==> src/rtl/rv16_pkg.sv <==
// rv16 shared decode types and constants.
// Opcode map, field positions and control bundle.
package rv16_pkg;

  localparam int RV16_DATA_W     = 16;
  localparam int RV16_REG_ADDR_W = 4;
  localparam int RV16_NUM_REGS   = 16;

  localparam int OP_HI  = 15;
  localparam int OP_LO  = 12;
  localparam int RD_HI  = 11;
  localparam int RD_LO  = 8;
  localparam int RS1_HI = 7;
  localparam int RS1_LO = 4;
  localparam int RS2_HI = 3;
  localparam int RS2_LO = 0;

  typedef enum logic [3:0] {
    OP_ADD   = 4'h0,
    OP_SUB   = 4'h1,
    OP_AND   = 4'h2,
    OP_OR    = 4'h3,
    OP_XOR   = 4'h4,
    OP_SLL   = 4'h5,
    OP_SRL   = 4'h6,
    OP_SLT   = 4'h7,
    OP_ADDI  = 4'h8,
    OP_LOAD  = 4'h9,
    OP_STORE = 4'hA,
    OP_BEQ   = 4'hB,
    OP_JAL   = 4'hC,
    OP_LUI   = 4'hD,
    OP_NOP   = 4'hE,
    OP_HALT  = 4'hF
  } opcode_e;

  typedef struct packed {
    logic reg_write;
    logic mem_read;
    logic mem_write;
    logic branch;
    logic jump;
    logic uses_rs1;
    logic uses_rs2;
  } ctrl_t;

endpackage

==> src/rtl/rv16_scoreboard.sv <==
// rv16 pending-write scoreboard.
// Tracks issued writers and answers source-busy lookups.
module rv16_scoreboard
  import rv16_pkg::*;
#(
  parameter int REG_ADDR_W = RV16_REG_ADDR_W,
  parameter int NUM_REGS   = RV16_NUM_REGS
) (
  input  logic                  clk,
  input  logic                  rst,
  input  logic                  set_en,
  input  logic [REG_ADDR_W-1:0] set_addr,
  input  logic                  clr_en,
  input  logic [REG_ADDR_W-1:0] clr_addr,
  input  logic                  fwd_en,
  input  logic [REG_ADDR_W-1:0] fwd_addr,
  input  logic                  q1_en,
  input  logic [REG_ADDR_W-1:0] q1_addr,
  input  logic                  q2_en,
  input  logic [REG_ADDR_W-1:0] q2_addr,
  output logic                  q1_busy,
  output logic                  q2_busy,
  output logic [NUM_REGS-1:0]   bits
);

  logic [NUM_REGS-1:0] bits_n;

  // A retiring writeback bypasses its bit; the
  // output register's own writer always blocks.
  function automatic logic busy(
    input logic                  en,
    input logic [REG_ADDR_W-1:0] a
  );
    logic pend;
    logic fwd;
    pend = bits[a] && !(clr_en && clr_addr == a);
    fwd  = fwd_en && fwd_addr == a;
    return en && (a != '0) && (pend || fwd);
  endfunction

  assign q1_busy = busy(q1_en, q1_addr);
  assign q2_busy = busy(q2_en, q2_addr);

  // Next bitmap: clear on writeback, set wins, r0 never pending.
  always_comb begin
    bits_n = bits;
    if (clr_en) bits_n[clr_addr] = 1'b0;
    if (set_en) bits_n[set_addr] = 1'b1;
    bits_n[0] = 1'b0;
  end

  // Bitmap register.
  always_ff @(posedge clk) begin
    if (rst) bits <= '0;
    else     bits <= bits_n;
  end

endmodule

==> src/rtl/rv16_decode_stage.sv <==
// rv16 decode/issue stage.
// Decodes fetch words, stalls on RAW, feeds regfile/execute.
module rv16_decode_stage
  import rv16_pkg::*;
#(
  parameter int DATA_W     = RV16_DATA_W,
  parameter int REG_ADDR_W = RV16_REG_ADDR_W,
  parameter int NUM_REGS   = RV16_NUM_REGS
) (
  input  logic                  rv16_dec_clock,
  input  logic                  rv16_dec_reset,
  input  logic                  if_valid,
  output logic                  if_ready,
  input  logic [15:0]           if_instr,
  input  logic [DATA_W-1:0]     if_pc,
  output logic                  id_valid,
  input  logic                  id_ready,
  output logic [DATA_W-1:0]     id_pc,
  output logic [3:0]            id_opcode,
  output logic [REG_ADDR_W-1:0] id_rd_addr,
  output logic [REG_ADDR_W-1:0] id_rs1_addr,
  output logic [REG_ADDR_W-1:0] id_rs2_addr,
  output logic [DATA_W-1:0]     id_imm,
  output logic                  id_reg_write,
  output logic                  id_mem_read,
  output logic                  id_mem_write,
  output logic                  id_branch,
  output logic                  id_jump,
  input  logic                  wb_valid,
  input  logic [REG_ADDR_W-1:0] wb_rd_addr,
  input  logic                  flush,
  output logic                  halted,
  output logic [NUM_REGS-1:0]   scoreboard
);

  typedef struct packed {
    ctrl_t                 ctrl;
    logic [REG_ADDR_W-1:0] rd;
    logic [REG_ADDR_W-1:0] rs1;
    logic [REG_ADDR_W-1:0] rs2;
    logic [DATA_W-1:0]     imm;
  } dec_t;

  function automatic dec_t decode(input logic [15:0] ins);
    dec_t                d;
    opcode_e             op;
    logic [DATA_W-1:0]   imm4;
    logic [DATA_W-1:0]   imm8;
    logic [DATA_W-1:0]   immu;
    op   = opcode_e'(ins[OP_HI:OP_LO]);
    imm4 = {{(DATA_W-4){ins[3]}}, ins[3:0]};
    imm8 = {{(DATA_W-8){ins[7]}}, ins[7:0]};
    immu = DATA_W'(ins[7:0]) << 8;
    d     = '0;
    d.rd  = REG_ADDR_W'(ins[RD_HI:RD_LO]);
    d.rs1 = REG_ADDR_W'(ins[RS1_HI:RS1_LO]);
    d.rs2 = REG_ADDR_W'(ins[RS2_HI:RS2_LO]);
    unique case (1'b1)
      (ins[OP_HI] == 1'b0): begin
        d.ctrl.reg_write = 1'b1;
        d.ctrl.uses_rs1  = 1'b1;
        d.ctrl.uses_rs2  = 1'b1;
      end
      (op == OP_ADDI): begin
        d.ctrl.reg_write = 1'b1;
        d.ctrl.uses_rs1  = 1'b1;
        d.imm            = imm4;
      end
      (op == OP_LOAD): begin
        d.ctrl.reg_write = 1'b1;
        d.ctrl.mem_read  = 1'b1;
        d.ctrl.uses_rs1  = 1'b1;
        d.imm            = imm4;
      end
      (op == OP_STORE): begin
        d.ctrl.mem_write = 1'b1;
        d.ctrl.uses_rs1  = 1'b1;
        d.ctrl.uses_rs2  = 1'b1;
        d.rs2            = d.rd;
        d.imm            = imm4;
      end
      (op == OP_BEQ): begin
        d.ctrl.branch    = 1'b1;
        d.ctrl.uses_rs1  = 1'b1;
        d.ctrl.uses_rs2  = 1'b1;
        d.rs2            = d.rd;
        d.imm            = imm4;
      end
      (op == OP_JAL): begin
        d.ctrl.jump      = 1'b1;
        d.ctrl.reg_write = 1'b1;
        d.imm            = imm8;
      end
      (op == OP_LUI): begin
        d.ctrl.reg_write = 1'b1;
        d.imm            = immu;
      end
      default: begin
      end
    endcase
    if (d.rd == '0) d.ctrl.reg_write = 1'b0;
    return d;
  endfunction

  dec_t dec;
  logic busy1;
  logic busy2;
  logic hazard;
  logic if_fire;
  logic id_fire;

  assign dec     = decode(if_instr);
  assign hazard  = busy1 || busy2;
  assign id_fire = id_valid && id_ready;
  assign if_ready = (!id_valid || id_ready)
                 && !hazard && !halted && !flush;
  assign if_fire = if_valid && if_ready;

  rv16_scoreboard #(
    .REG_ADDR_W (REG_ADDR_W),
    .NUM_REGS   (NUM_REGS)
  ) u_sb (
    .clk      (rv16_dec_clock),
    .rst      (rv16_dec_reset),
    .set_en   (id_fire && id_reg_write),
    .set_addr (id_rd_addr),
    .clr_en   (wb_valid),
    .clr_addr (wb_rd_addr),
    .fwd_en   (id_valid && id_reg_write),
    .fwd_addr (id_rd_addr),
    .q1_en    (dec.ctrl.uses_rs1),
    .q1_addr  (dec.rs1),
    .q2_en    (dec.ctrl.uses_rs2),
    .q2_addr  (dec.rs2),
    .q1_busy  (busy1),
    .q2_busy  (busy2),
    .bits     (scoreboard)
  );

  // Output register: load on accept, drain on handshake or flush.
  always_ff @(posedge rv16_dec_clock) begin
    if (rv16_dec_reset) begin
      id_valid     <= 1'b0;
      id_pc        <= '0;
      id_opcode    <= '0;
      id_rd_addr   <= '0;
      id_rs1_addr  <= '0;
      id_rs2_addr  <= '0;
      id_imm       <= '0;
      id_reg_write <= 1'b0;
      id_mem_read  <= 1'b0;
      id_mem_write <= 1'b0;
      id_branch    <= 1'b0;
      id_jump      <= 1'b0;
    end else if (if_fire) begin
      id_valid     <= 1'b1;
      id_pc        <= if_pc;
      id_opcode    <= if_instr[OP_HI:OP_LO];
      id_rd_addr   <= dec.rd;
      id_rs1_addr  <= dec.rs1;
      id_rs2_addr  <= dec.rs2;
      id_imm       <= dec.imm;
      id_reg_write <= dec.ctrl.reg_write;
      id_mem_read  <= dec.ctrl.mem_read;
      id_mem_write <= dec.ctrl.mem_write;
      id_branch    <= dec.ctrl.branch;
      id_jump      <= dec.ctrl.jump;
    end else if (flush || id_ready) begin
      id_valid     <= 1'b0;
    end
  end

  // Sticky halt, raised when HALT enters the output register.
  always_ff @(posedge rv16_dec_clock) begin
    if (rv16_dec_reset || flush) halted <= 1'b0;
    else if (if_fire && if_instr[OP_HI:OP_LO] == OP_HALT)
      halted <= 1'b1;
  end

endmodule
==> config.mk <==
export PLATFORM = sky130hd
export DESIGN_NAME = rv16_decode_stage
export DESIGN_NICKNAME = d
export VERILOG_FILES = /design/src/rtl/rv16_pkg.sv /design/src/rtl/rv16_scoreboard.sv /design/src/rtl/rv16_decode_stage.sv
export SDC_FILE = /design/constraint.sdc
export NUM_CORES = 1
export LEC_CHECK = 0
export ABC_AREA = 1
export ABC_CLOCK_PERIOD_IN_PS = 2900
export BUFFER_PORTS_ARGS = -buffer_cell sky130_fd_sc_hd__buf_2
export CAP_MARGIN = 10
export CORE_MARGIN = 2
export CORE_UTILIZATION = 40
export DETAILED_ROUTE_END_ITERATION = 10
export PLACE_DENSITY = 0.62
export SLEW_MARGIN = 20
export SYNTH_ARGS = -nofsm -noshare
export SYNTH_HDL_FRONTEND = slang
export SYNTH_SLANG_ARGS = --single-unit
export TNS_END_PERCENT = 50
==> constraint.sdc <==
create_clock -name rv16_dec_clock -period 2.9 [get_ports rv16_dec_clock]
set_input_delay 0 -clock rv16_dec_clock [delete_from_list [all_inputs] [get_ports rv16_dec_clock]]
set_output_delay 0 -clock rv16_dec_clock [all_outputs]
set_load 0.01 [all_outputs]
## After elaboration in Yosys (flattened, before gate mapping)

Index checks and enable logic that the tools add are counted.

| storage, ports and cells | value |
|---|---|
| flip-flop bits (word level) | 71 |
| input port bits | 42 |
| word-level logic and storage cells | 99 |

| operators by class | value |
|---|---|
| magnitude comparators | 6 |
| eq/ne operators | 11 |
| multiplexer cells | 22 |
| bitwise logic cells | 4 |
| reductions and logical operators | 41 |

Operator list:

| cell | count |
|---|---|
| case mux 16 bit (3 select lines) | 1 |
| 2-to-1 mux 16 bit | 2 |
| == test 4 bit (second input constant) | 7 |
| logical AND 1 bit | 20 |
| < comparator 4 x 5 -> 1 bit (second input constant) | 4 |
| AND 16 bit | 1 |
| == test 4 bit | 4 |
| NOT 16 bit | 1 |
| OR 16 bit | 1 |
| 2-to-1 mux 1 bit | 14 |
| OR reduction 5 bit | 2 |
| binary-select mux 1 bit (select 4 bit) | 2 |
| demux 1 bit (select 4 bit) | 2 |
| greater-or-equal comparator 4 x 1 -> 1 bit (second input constant) | 2 |
| nonzero test 4 bit | 2 |
| zero test 1 bit | 6 |
| logical OR 1 bit | 6 |
| zero test 4 bit | 1 |
| 2-to-1 mux 4 bit | 1 |
| OR reduction 4 bit | 1 |
| OR reduction 3 bit | 1 |
| nonzero test 2 bit | 1 |
| OR reduction 2 bit | 1 |
| NOT 1 bit | 1 |

## Depth between registers and ports, before layout

| logic depth | value |
|---|---|
| word-level depth | 16 |
| mapped depth | 20 |
| mapped depth without buffers | 17 |

## Hierarchy

A second synthesis with hierarchy kept.

| unflattened totals | value |
|---|---|
| cell total of the unflattened synthesis | 523 |
| area, all modules | 3528.4 um^2 |

Modules (own cells, without submodules):

| module | times used | cells an instance | area an instance (um^2) | seq. area each (um^2) |
|---|---|---|---|---|
| rv16_decode_stage | 1 | 303 | 2265.9 | 1101.1 |
| rv16_scoreboard | 1 | 220 | 1262.5 | 300.3 |

## Worst setup path after synthesis

OpenSTA, ideal clock, no wires.

| path | value |
|---|---|
| path type | register -> register |
| start point | register u_sb.bits[14] |
| end point | register id_reg_write |
| setup time | 0.128 ns |
| arrival time | 1.646 ns |
| data required time | 2.772 ns |
| setup slack | 1.125 ns |
| cell stages (with the launch flop) | 15 |
| buffers on the path | 2 |
| period minus slack after synthesis | 1.775 ns |
| cell sequence | dfxtp_1 nor2_1 nor2_1 o21ai_0 nand4_1 nand3_1 nand2_1 nand2_1 nand2_1 a21oi_1 nand3_2 buf_6 buf_4 nand3_1 o21ai_0 |

| between the ends | value |
|---|---|
| cells in the longest elaborated chain, start to end | 11 |
| elaborated cells between the ends (all ways) | 16 |
| those cells by class | mux: 4; reduce/logical: 12 |

Ends and longest elaborated chain:

| what | RTL line | RTL |
|---|---|---|
| from (decl) | rv16_scoreboard.sv:23 | `output logic [NUM_REGS-1:0] bits` |
| from (signal assigned) | rv16_scoreboard.sv:55 | `else bits <= bits_n;` |
| binary-select mux 1 bit (select 4 bit) | rv16_scoreboard.sv:36 | `pend = bits[a] && !(clr_en && clr_addr == a);` |
| 2-to-1 mux 1 bit (implied by the code) | rv16_scoreboard.sv:36 |  |
| logical AND 1 bit | rv16_scoreboard.sv:36 |  |
| logical OR 1 bit | rv16_scoreboard.sv:38 | `return en && (a != '0) && (pend \|\| fwd);` |
| logical AND 1 bit | rv16_scoreboard.sv:38 |  |
| logical OR 1 bit * | rv16_decode_stage.sv:113 | `assign hazard = busy1 \|\| busy2;` |
| zero test 1 bit * | rv16_decode_stage.sv:116 | `&& !hazard && !halted && !flush;` |
| logical AND 1 bit * (3 in series) | rv16_decode_stage.sv:116 |  |
| logical AND 1 bit * | rv16_decode_stage.sv:117 | `assign if_fire = if_valid && if_ready;` |
| to (signal assigned) | rv16_decode_stage.sv:163 | `id_reg_write <= dec.ctrl.reg_write;` |
| to (decl) | rv16_decode_stage.sv:24 | `output logic id_reg_write,` |

Mark *: on every way between the ends. The rest lies on a longest branch, timed or not. The select of a mux whose other input is x is not followed.
A chain may end at the register's enable or synchronous reset.

## Final worst setup path

| path | value |
|---|---|
| start point | input if_instr[9] |
| end point | register id_imm[1] |

| between the ends | value |
|---|---|
| cells in the longest elaborated chain, start to end | 13 |
| elaborated cells between the ends (all ways) | 19 |
| those cells by class | eq/ne: 2; mux: 3; reduce/logical: 14 |

Ends and longest elaborated chain:

| what | RTL line | RTL |
|---|---|---|
| from (decl) | rv16_decode_stage.sv:14 | `input logic [15:0] if_instr,` |
| 2-to-1 mux 4 bit * | rv16_decode_stage.sv:58 | `unique case (1'b1)` |
| parallel branches: the longest is 5 deep, another holds binary-select mux 1 bit (select 4 bit) | - |  |
| logical AND 1 bit * | rv16_scoreboard.sv:38 |  |
| logical OR 1 bit * | rv16_decode_stage.sv:113 |  |
| zero test 1 bit * | rv16_decode_stage.sv:116 |  |
| logical AND 1 bit * (3 in series) | rv16_decode_stage.sv:116 |  |
| logical AND 1 bit * | rv16_decode_stage.sv:117 |  |
| to (signal assigned) | rv16_decode_stage.sv:162 | `id_imm <= dec.imm;` |
| to (decl) | rv16_decode_stage.sv:23 | `output logic [DATA_W-1:0] id_imm,` |

Every way passes the cells marked *. The select of a mux whose other input is x is not followed.

==> results.md <==
* Status: complete, no violations
* Peak VDD IR at 0.318 mV
* Maximum clock path buffer count at 2
* CP max FO at 14
* Antenna violations before repair at 0
* Crit path launch type: primary input
* Site Rows at 35
* Via count at 4046
* Number of synthesized register bits at 70
* Maxcap violations at 0
* Simple-Gate Fraction of Synth Area at 36.1%
* Slew at the pin with the worst max-slew slack at 0.692 ns
* Mapped cell area at 0.00371 mm^2
* # H-tree levels at 3
* Compound-Gate Fraction of Synth Area at 12.7%
* Synth Area in Adders at 0%
* Crit path DAT at 2.65 ns
* Area after DPL at 0.00429 mm^2
* Async S/R FF share, synth at 0%
* CP Data Required Time at 3.15 ns
* WL/cell at 13.8 um
* Top FF cell, synth: dfxtp_1
* Initial Util at 40.7%
* Die width at 100 um
* Power Density at 503 mW/mm^2
* Avg Inst Size Synth at 6.31 um^2
* Post-CTS Resized at 0
* Crit Path Class: primary input to register
* Combinational family with the most area after synthesis: simple AND/OR/NAND/NOR gates
* GPL Wtd Cong at 0.904
* # setup viols final at 0
* Total grt overflow at 0
* LEAKAGE at 2.46 nW
* # port buffers at 112
* Starting DRC count in detailed routing at 222
* Dpl hpwl at 8.22 mm
* Fin crit share at 82.7%
* I/O pins at 114
* Worst min path class: primary input to register
* RSZ-0062 raised after global routing: false
* Die Ht at 100 um
* Number of global-route vias before repair at 3728
* Tmin final at 2.40 ns
* Antenna Nets Post-Route at 0
* Die area at 0.0101 mm^2
* Rel. slew slack at 53.5%
* Clock root cell: clkbuf_8
* Max Freq at 417 MHz
* # Post-CTS Setup Buffers at 0
* EDFF count, synth at 0
* HP Start: if_instr[0]
* Setup TNS at 0 ns
* Pins Over Slew Limit at 0
* Hold-critical path depth at 3
* CTS tree: built
* Layout Nets at 755
* Layout area overhead at 28.4%
* TritonCTS Sinks at 70
* Mux share of post-synthesis cell area at 0%
* Fin area at 0.00476 mm^2
* Routed wire length at 11.5 mm
* Seq/Total Area, Yosys at 37.8%
* Worst-Skew Late Latency at 0.34 ns
* Hold Vio Cnt, Final at 0
* Cell variety after synth at 33
* Vias per cell at 4.88
* Reg2Reg Depth at 12
* Net Count, Synth at 630
* Pre-antenna DRT Iters at 4
* XOR/XNOR share of the synthesized area at 0.709%
* Worst R2R Start: u_sb.bits[1]
* Layout Skew at 0.0101 ns
* Worst reg-to-reg setup slack at 0.75 ns
* CTS Hold Bufs at 25
* RR Endpoint: id_rs1_addr[2]
* Core region area at 0.00911 mm^2
* Synth warn at 0
* CP endpoint kind: register
* Top sig layer: met4
* Largest net degree at the start of global routing at 84
* Metal2 WL at 5.35 mm
* Worst Hold End: id_imm[0]
* Met3 wire length at 623 um
* DR DRC count at 0
* CTS clk-pin slew, worst paths at 0.08 ns
* Total CTS buffers at 9
* Layout cells sized above 1 at 19.8%
* First-pass GRT wire length at 18.1 mm
* Ant diodes at 0
* Met1 wire length at 5.27 mm
* Post-Syn Instances at 588
* Gr usage total at 22.8%
* Util after Layout at 52.3%
## kinds of logic after synthesis
logic type | count (synthesis)
and+or+nand+nor | 317
xor gates and xnor gates | 3
other | 1
buffers and inverters | 110
AOI/OAI and AO/OA | 87
DFF | 70
## area by class of cell
type,count,area (um^2)
fill,940,4350
multi-input combinational,408,1840
sequential,70,1400
timing repair buffer,140,846
inverter,84,315
clock buffer,11,141
tap,111,139
clock inverter,5,81.3
## power by group
| group | switching [mW] | internal, mW |
|---|---|---|
| Sequential | 0.0319 | 1.01 |
| Combinational | 0.290 | 0.173 |
| Clock | 0.376 | 0.510 |
## how the worst max path moves through the flow
stage                  start      endpoint  slack [ns]  cells past startpoint
3_3_place_gp    if_instr[14]  id_reg_write        0.56                     10
3_5_place_dp    if_instr[14]     id_imm[1]        0.46                     14
4_1_cts          if_instr[9]     id_imm[1]        0.50                     14
6_report         if_instr[9]     id_imm[1]        0.50                     14
5_1_grt          if_instr[9]     id_imm[1]        0.22                     14
2_1_floorplan  u_sb.bits[14]  id_reg_write        1.13                     14
## cells in the final DEF, fill, tap and decap left out, types with 2 or more instances in the layout
cell and count:
nand3_1 46, nand2_1 151, dlygate4sd3_1 25, buf_4 2, clkbuf_8 10, xnor2_1 2, inv_2 3, o21ai_2 3
inv_1 81, nand4_1 14, bufinv_16 2, o21ai_0 42, a21oi_1 30, o31ai_1 3, nor2_1 91, buf_2 112
nand2_2 2, o22ai_1 4, nor3_1 7, dfxtp_1 70
## metrics by stage
stage | setup WS (ns) | instances | hold slack [ns] | power, mW
after global routing | 0.222 | 829 | 0.00651 | 2.52
after global placement | 0.557 | 788 | 0.222 | 1.49
final | 0.503 | 829 | 0.0101 | 2.39
after floorplan | 1.13 | 588 | 0.135 | 1.35
after detailed placement | 0.460 | 788 | 0.228 | 1.50
after CTS | 0.505 | 829 | 0.00144 | 2.41
## cell usage after synthesis (all sizes together) (2+ instances only)
master / instances / area share (%)
o31ai: 3 / 0.61
clkbuf: 8 / 0.81
nand4: 15 / 2.7
nor2: 91 / 9.2
nor3: 7 / 0.94
o21ai: 46 / 6.5
xnor2: 2 / 0.47
o22ai: 4 / 0.67
inv: 84 / 8.5
a21oi: 30 / 4.0
nand3: 48 / 7.0
dfxtp: 70 / 38
nand2: 154 / 16
buf: 18 / 3.3
## worst max-delay path: stages
cell           delay [ns]
dlygate4sd3_1        0.52
buf_2                0.14
inv_1                0.07
o21ai_2              0.39
nand3_1              0.13
nand2_1              0.07
nand2_1              0.04
nand2_1              0.07
nand2_1              0.05
nand3_1              0.08
nand2_1              0.07
nand2_2              0.21
nand4_1              0.46
o21ai_0              0.34
## flip-flops by register name (all words and copies together) (netlist names)
register	count
id_mem_read	1
id_pc	16
id_jump	1
u_sb.bits	15
halted	1
id_branch	1
id_rs1_addr	4
id_rd_addr	4
id_valid	1
id_rs2_addr	4
id_opcode	4
id_mem_write	1
id_imm	16
id_reg_write	1
## layer usage
| layer | vias to the layer above | global-route usage [%] |
|---|---|---|
| li1 | 2104 | - |
| met1 | 1806 | 29.6 |
| met2 | 117 | 37.3 |
| met3 | 19 | 3.97 |
| met4 | 0 | 9.38 |
| met5 | - | 0 |
Power figures use the tool's default switching activity.
